[src/rtl/fifo_ctrl.sv]
// fifo_ctrl: single-clock show-ahead FIFO controller driving an external simple dual-port RAM
// Ports: clk_i/srst_i clock and sync reset; data_i/wrreq_i producer side; rdreq_i/q_o consumer side;
// empty_o/full_o/usedw_o/almost_full_o/almost_empty_o registered status; ram_* RAM control and data.
module fifo_ctrl #(
    parameter int DWIDTH             = 8,
    parameter int AWIDTH             = 4,
    parameter int ALMOST_FULL_VALUE  = 12,
    parameter int ALMOST_EMPTY_VALUE = 4
) (
    input  logic              clk_i,
    input  logic              srst_i,
    input  logic [DWIDTH-1:0] data_i,
    input  logic              wrreq_i,
    input  logic              rdreq_i,
    output logic [DWIDTH-1:0] q_o,
    output logic              empty_o,
    output logic              full_o,
    output logic [AWIDTH:0]   usedw_o,
    output logic              almost_full_o,
    output logic              almost_empty_o,
    output logic              ram_wren_o,
    output logic [AWIDTH-1:0] ram_wrpntr_o,
    output logic [DWIDTH-1:0] ram_data_o,
    output logic [AWIDTH-1:0] ram_rdpntr_o,
    input  logic [DWIDTH-1:0] ram_q_i
);
    logic [AWIDTH:0] wr_ptr, rd_ptr, usedw_nx;
    logic            wr_ack, rd_ack;

    assign wr_ack       = wrreq_i & ~full_o & ~srst_i;
    assign rd_ack       = rdreq_i & ~empty_o & ~srst_i;
    assign ram_wren_o   = wr_ack;
    assign ram_wrpntr_o = wr_ptr[AWIDTH-1:0];
    assign ram_rdpntr_o = rd_ptr[AWIDTH-1:0];
    assign ram_data_o   = data_i;
    assign q_o          = ram_q_i;

    always_comb begin
        usedw_nx = (wr_ack && !rd_ack) ? usedw_o + (AWIDTH+1)'(1) :
                   (rd_ack && !wr_ack) ? usedw_o - (AWIDTH+1)'(1) : usedw_o;
    end

    // flags are derived from the next occupancy so they update on the same edge as the pointers
    always_ff @(posedge clk_i) begin
        if (srst_i) begin
            wr_ptr         <= '0;
            rd_ptr         <= '0;
            usedw_o        <= '0;
            empty_o        <= 1'b1;
            full_o         <= 1'b0;
            almost_full_o  <= 1'b0;
            almost_empty_o <= (ALMOST_EMPTY_VALUE > 0);
        end else begin
            wr_ptr         <= wr_ptr + {{AWIDTH{1'b0}}, wr_ack};
            rd_ptr         <= rd_ptr + {{AWIDTH{1'b0}}, rd_ack};
            usedw_o        <= usedw_nx;
            empty_o        <= usedw_nx == '0;
            full_o         <= usedw_nx == (AWIDTH+1)'(2**AWIDTH);
            almost_full_o  <= usedw_nx >= (AWIDTH+1)'(ALMOST_FULL_VALUE);
            almost_empty_o <= usedw_nx < (AWIDTH+1)'(ALMOST_EMPTY_VALUE);
        end
    end
endmodule

[config.mk]
export PLATFORM = sky130hd
export DESIGN_NAME = fifo_ctrl
export DESIGN_NICKNAME = d
export VERILOG_FILES = /design/src/rtl/fifo_ctrl.sv
export SDC_FILE = /design/constraint.sdc
export NUM_CORES = 1
export LEC_CHECK = 0
export BUFFER_PORTS_ARGS = -buffer_cell sky130_fd_sc_hd__buf_2
export CAP_MARGIN = 20
export CORE_AREA = 2 2 50 75
export DETAILED_ROUTE_END_ITERATION = 8
export DIE_AREA = 0 0 52 77
export PLACE_DENSITY = 0.67
export SYNTH_ARGS = -nofsm -noshare
export SYNTH_HDL_FRONTEND = slang
export SYNTH_SLANG_ARGS = --single-unit
export TNS_END_PERCENT = 5
[constraint.sdc]
create_clock -name clk_i -period 2.4 [get_ports clk_i]
set_clock_uncertainty 0.15 [all_clocks]
set_input_delay 0.12 -clock clk_i [delete_from_list [all_inputs] [get_ports clk_i]]
set_output_delay 0.12 -clock clk_i [all_outputs]
set_load 0.02 [all_outputs]
# After elaboration in Yosys (flattened, before gate mapping)
# Index checks and enable logic that the tools add are counted.
totals:
  reg_bits: 19
  latchBits: 0
  ramBits: 0
  mem_bits_ro: 0
  inputBits: 20
  out_inout_bits: 34
  n_memories: 0
op_classes:
  add_sub_neg: 4
  mul: 0
  div_mod_pow: 0
  n_lt_le_gt_ge: 2
  eq_ne: 1
  shifts: 0
  mux: 2
  bitwise_logic: 7
  reduce_logical: 5
op_table:
  columns: ["op", "n"]
  rows:
  - ["5-bit by 1-bit adder with 5-bit output", 2]
  - ["5-bit two-way mux", 2]
  - ["5-bit by 1-bit adder with 5-bit output, second input constant", 1]
  - ["5-bit == test, second input constant", 1]
  - ["5-bit by 4-bit greater-or-equal comparator with 1-bit output, second input constant", 1]
  - ["5-bit zero test", 1]
  - ["5-bit by 3-bit less-than comparator with 1-bit output, second input constant", 1]
  - ["5-bit by 1-bit subtractor with 5-bit output, second input constant", 1]
  - ["1-bit AND", 4]
  - ["1-bit inverter", 3]
  - ["1-bit logical AND", 2]
  - ["1-bit zero test", 2]

# Depth between registers and ports, before layout
depth:
  word_depth: 8
  mapped_depth: 8

# Least setup slack after synthesis
# OpenSTA, ideal clock, no wires.
synth_timing:
  path_kind: "register to register"
  start: "reg usedw_o[0]"
  end: "reg empty_o"
  setup_time_ps: 58
  t_arrival_ps: 1843
  required_ps: 2192
  path_slack_ps: 349
  stages_incl_launch_ff: 8
  period_less_slack_ps: 2051
  path_cell_list: "dfxtp_1 -> inv_1 -> ha_1 -> or3b_2 -> nor3_1 -> a31oi_1 -> xor2_1 -> a31o_2"
synth_via:
  elab_chain_cells: 4
  elab_cells_between_ends: 5
synth_lines:
  columns: ["element", "line", "source"]
  rows:
  - ["start, declared", "18", "output logic [AWIDTH:0] usedw_o,"]
  - ["start signal, assigned", "56", "usedw_o <= usedw_nx;"]
  - ["5-bit by 1-bit subtractor with 5-bit output", "40", "(rd_ack && !wr_ack) ? usedw_o - (AWIDTH+1)'(1) : usedw_o;"]
  - ["5-bit two-way mux", "40", null]
  - ["5-bit two-way mux (*)", "39", "usedw_nx = (wr_ack && !rd_ack) ? usedw_o + (AWIDTH+1)'(1) :"]
  - ["5-bit zero test (*)", "57", "empty_o <= usedw_nx == '0;"]
  - ["end signal, assigned", "49", "empty_o <= 1'b1;"]
  - ["end signal, assigned", "57", null]
  - ["end, declared", "16", "output logic empty_o,"]
# Every way passes the cells marked *; elsewhere a longest branch is shown, timed or not.
# A chain may end at the register's enable or synchronous reset.

# Final worst setup path
layout_timing:
  start: "reg usedw_o[0]"
  end: "reg almost_full_o"
layout_via:
  elab_chain_cells: 4
  elab_cells_between_ends: 5
layout_lines:
  columns: ["element", "line", "source"]
  rows:
  - ["5-bit by 1-bit subtractor with 5-bit output", "40", null]
  - ["5-bit two-way mux", "40", null]
  - ["5-bit two-way mux (*)", "39", null]
  - ["5-bit by 4-bit greater-or-equal comparator with 1-bit output (*)", "59", "almost_full_o <= usedw_nx >= (AWIDTH+1)'(ALMOST_FULL_VALUE);"]
  - ["end signal, assigned", "59", null]
  - ["end, declared", "19", "output logic almost_full_o,"]
# Marked as above.

==> reports/metrics.yaml <==
worstPathCellList: "inv_1 -> ha_1 -> or3b_2 -> nor3_1 -> a31oi_1 -> xor2_1 -> a21oi_1"
ant_nets: 0
hold_viol: 0
stdcell_count: 150
drt_iter0_markers: 21
clockBufferDepth: 2
n_antenna_cell: 0
crit_buf_inv: 1
layout_commonest_cell: "buf_2"
synth_cell_types: 35
slowest_delay_ps: 440
syn-num-nets: 128
io_pins: 54
finalSetupTns_ps: 0
multi_input_area_um2: 465
drt-vias-per-instance: 4.65
ys_seq_area_share_pct: 35.2
totalWireLength_um: 1880
ys_warn_count: 0
dpl.cell_count: 146
post-route-util_pct: 30.5
synth_seq_cells: 17
dieArea_um2: 4000
rows: 26
grt_pass1_wl_um: 3190
grt_remaining_overflow: 0
slew_viol_final: 0
place_area_um2: 978
postCtsHoldBufs: 0
hpwl_um: 1520
cap_violations: 0
final_cell_mix: "buf_2 (21), dfxtp_1 (17), nor2_1 (13), nor2b_1 (6), ha_1 (6)"
drive_above_1_share_pct: 31.5
stdcell_area_um2: 1020
worst-setup-path-type: "reg -> reg"
die_h_um: 77
critPathMaxFanout: 5
grt_pass1_vias: 713
cp-end-kind: "flop"
drc_errors: 0
cp.required_ps: 2350
grt_usage_pct: 10.7
place_congestion: 0.699
chipWidth_um: 52
slew_headroom_pct: 66.3
ir_drop_v: 0.000236
worst_pin_slew_ps: 503
path_delay_family: "simple AND/OR/NAND/NOR gates"
dpl_worst_slack_ps: 233
cts-buffers-inserted: 3
period_share_pct: 90.5
postCtsSetupBuffers: 0
regArea_um2: 340
fp.coreArea_um2: 3350
io_buffers: 21
cts-resized-gates: 0
fmax_ghz: 0.460
grt_max_degree: 20
status: "finished clean"
worstPathArrival_ps: 2130
power_density_nw_per_um2: 635
initial_core_util_pct: 28.9
insertion_delay_ps: 250
rsz0062_at_grt: "no"
antenna_found_initial: 0
final.min_clock_period_ps: 2170
start_kind: "flop"
clk_pin_slew_worst_paths_ps: 70
syn_to_final_growth_pct: 5.82
root_buffer: "clkbuf_8"
clkSinkCount: 17
cpMaxStageDelayCell: "or3b_2"
wl_per_cell_um: 12.6
cts_tree: "done"
first_pass_iters: 4
cellLeakagePower_nw: 0.489
syn_avg_cell_area_um2: 9.48
vias: 697
synth_area_um2: 967
worst_slack_ps: 228
nets: 135
n_fill_cell: 352
hold_path_class: "in -> reg"
finalSetupViolations: 0
netlist_instances: 102
h-tree-depth: 1
[report_power, final]
group          switching, mW  internal, mW  leakage [nW]
registers             0.0138         0.297         0.138
logic                 0.0726        0.0562         0.328
clock network         0.0922         0.118        0.0228
[layout make-up]
class                      instances  share of cell area [%]
tap                               42                    5.13
multi-input combinational         62                    45.5
timing repair buffer              21                    10.3
sequential                        17                    33.3
inverter                           4                    1.47
clock buffer                       4                    4.40
[sequential cells by signal, indices dropped and copies added (netlist names)]
name	count
almost_empty_o	1
almost_full_o	1
empty_o	1
full_o	1
rd_ptr	4
usedw_o	5
wr_ptr	4
[worst register-to-register path, cell delays in order (launching register included)]
cell     delay [ps]
dfxtp_1         350
inv_1           120
ha_1            170
or3b_2          440
nor3_1          160
a31oi_1          70
xor2_1          430
a21oi_1         140
[per-layer routing]
layer | part of all wire, % | vias to the layer above | GRT usage (%)
met4 | 1.1 | 0 | 5.00
met5 | 0 | - | 0
met3 | 6.7 | 6 | 3.31
met1 | 40 | 327 | 11.4
li1 | - | 338 | -
met2 | 53 | 26 | 18.4
[cells in the mapped netlist]
master / count / area (µm²)
dfxtp_1: 17 / 340
buf_4: 16 / 120
nor2_1: 13 / 48.8
ha_1: 6 / 75.1
nor2b_1: 6 / 37.5
inv_1: 3 / 11.3
nand2_1: 3 / 11.3
nor3_1: 3 / 15.0
xnor2_1: 3 / 26.3
xor2_1: 3 / 26.3
a21oi_1: 2 / 10.0
and3_1: 2 / 12.5
buf_6: 2 / 22.5
nand3_1: 2 / 10.0
a21o_1: 1 / 7.51
a221oi_1: 1 / 8.76
a22oi_2: 1 / 12.5
a31o_2: 1 / 8.76
a31oi_1: 1 / 6.26
clkbuf_1: 1 / 3.75
inv_2: 1 / 3.75
nand2b_1: 1 / 6.26
nand4_1: 1 / 6.26
nor3b_1: 1 / 7.51
nor4b_2: 1 / 15.0
nor4b_4: 1 / 23.8
nor4bb_4: 1 / 25.0
o21ai_1: 1 / 5.00
o21ai_2: 1 / 8.76
o2bb2ai_1: 1 / 8.76
or3_1: 1 / 6.26
or3_2: 1 / 7.51
or3b_1: 1 / 8.76
or3b_2: 1 / 8.76
or3b_4: 1 / 11.3
[final timing paths]
path	slack, ps	endpoint	depth (start not counted)	startpoint
max reg2reg	230	almost_full_o	7	usedw_o[0]
min reg2reg	360	rd_ptr[3]	2	rd_ptr[3]
min	90	rd_ptr[3]	2	srst_i
max	230	almost_full_o	7	usedw_o[0]
[cell families after synthesis]
kind of cell,after synthesis,synth area share (%)
AO/OA/AOI/OAI,10,7.89
AND/OR/NAND/NOR,40,27.0
adder cells (fa/ha/maj),6,7.76
flip-flops,17,35.2
buffers and inverters,23,16.7
XOR/XNOR,6,5.43
[metrics by stage]
step / hold WS [ps] / total power, mW
final: 87.9 / 0.650
after detailed placement: 90.1 / 0.447
after CTS: 88.3 / 0.658
after floorplan: 173 / 0.454
after global placement: 90.1 / 0.443
after global routing: 90.0 / 0.687
No activity file was read; power rests on OpenSTA's default activity.
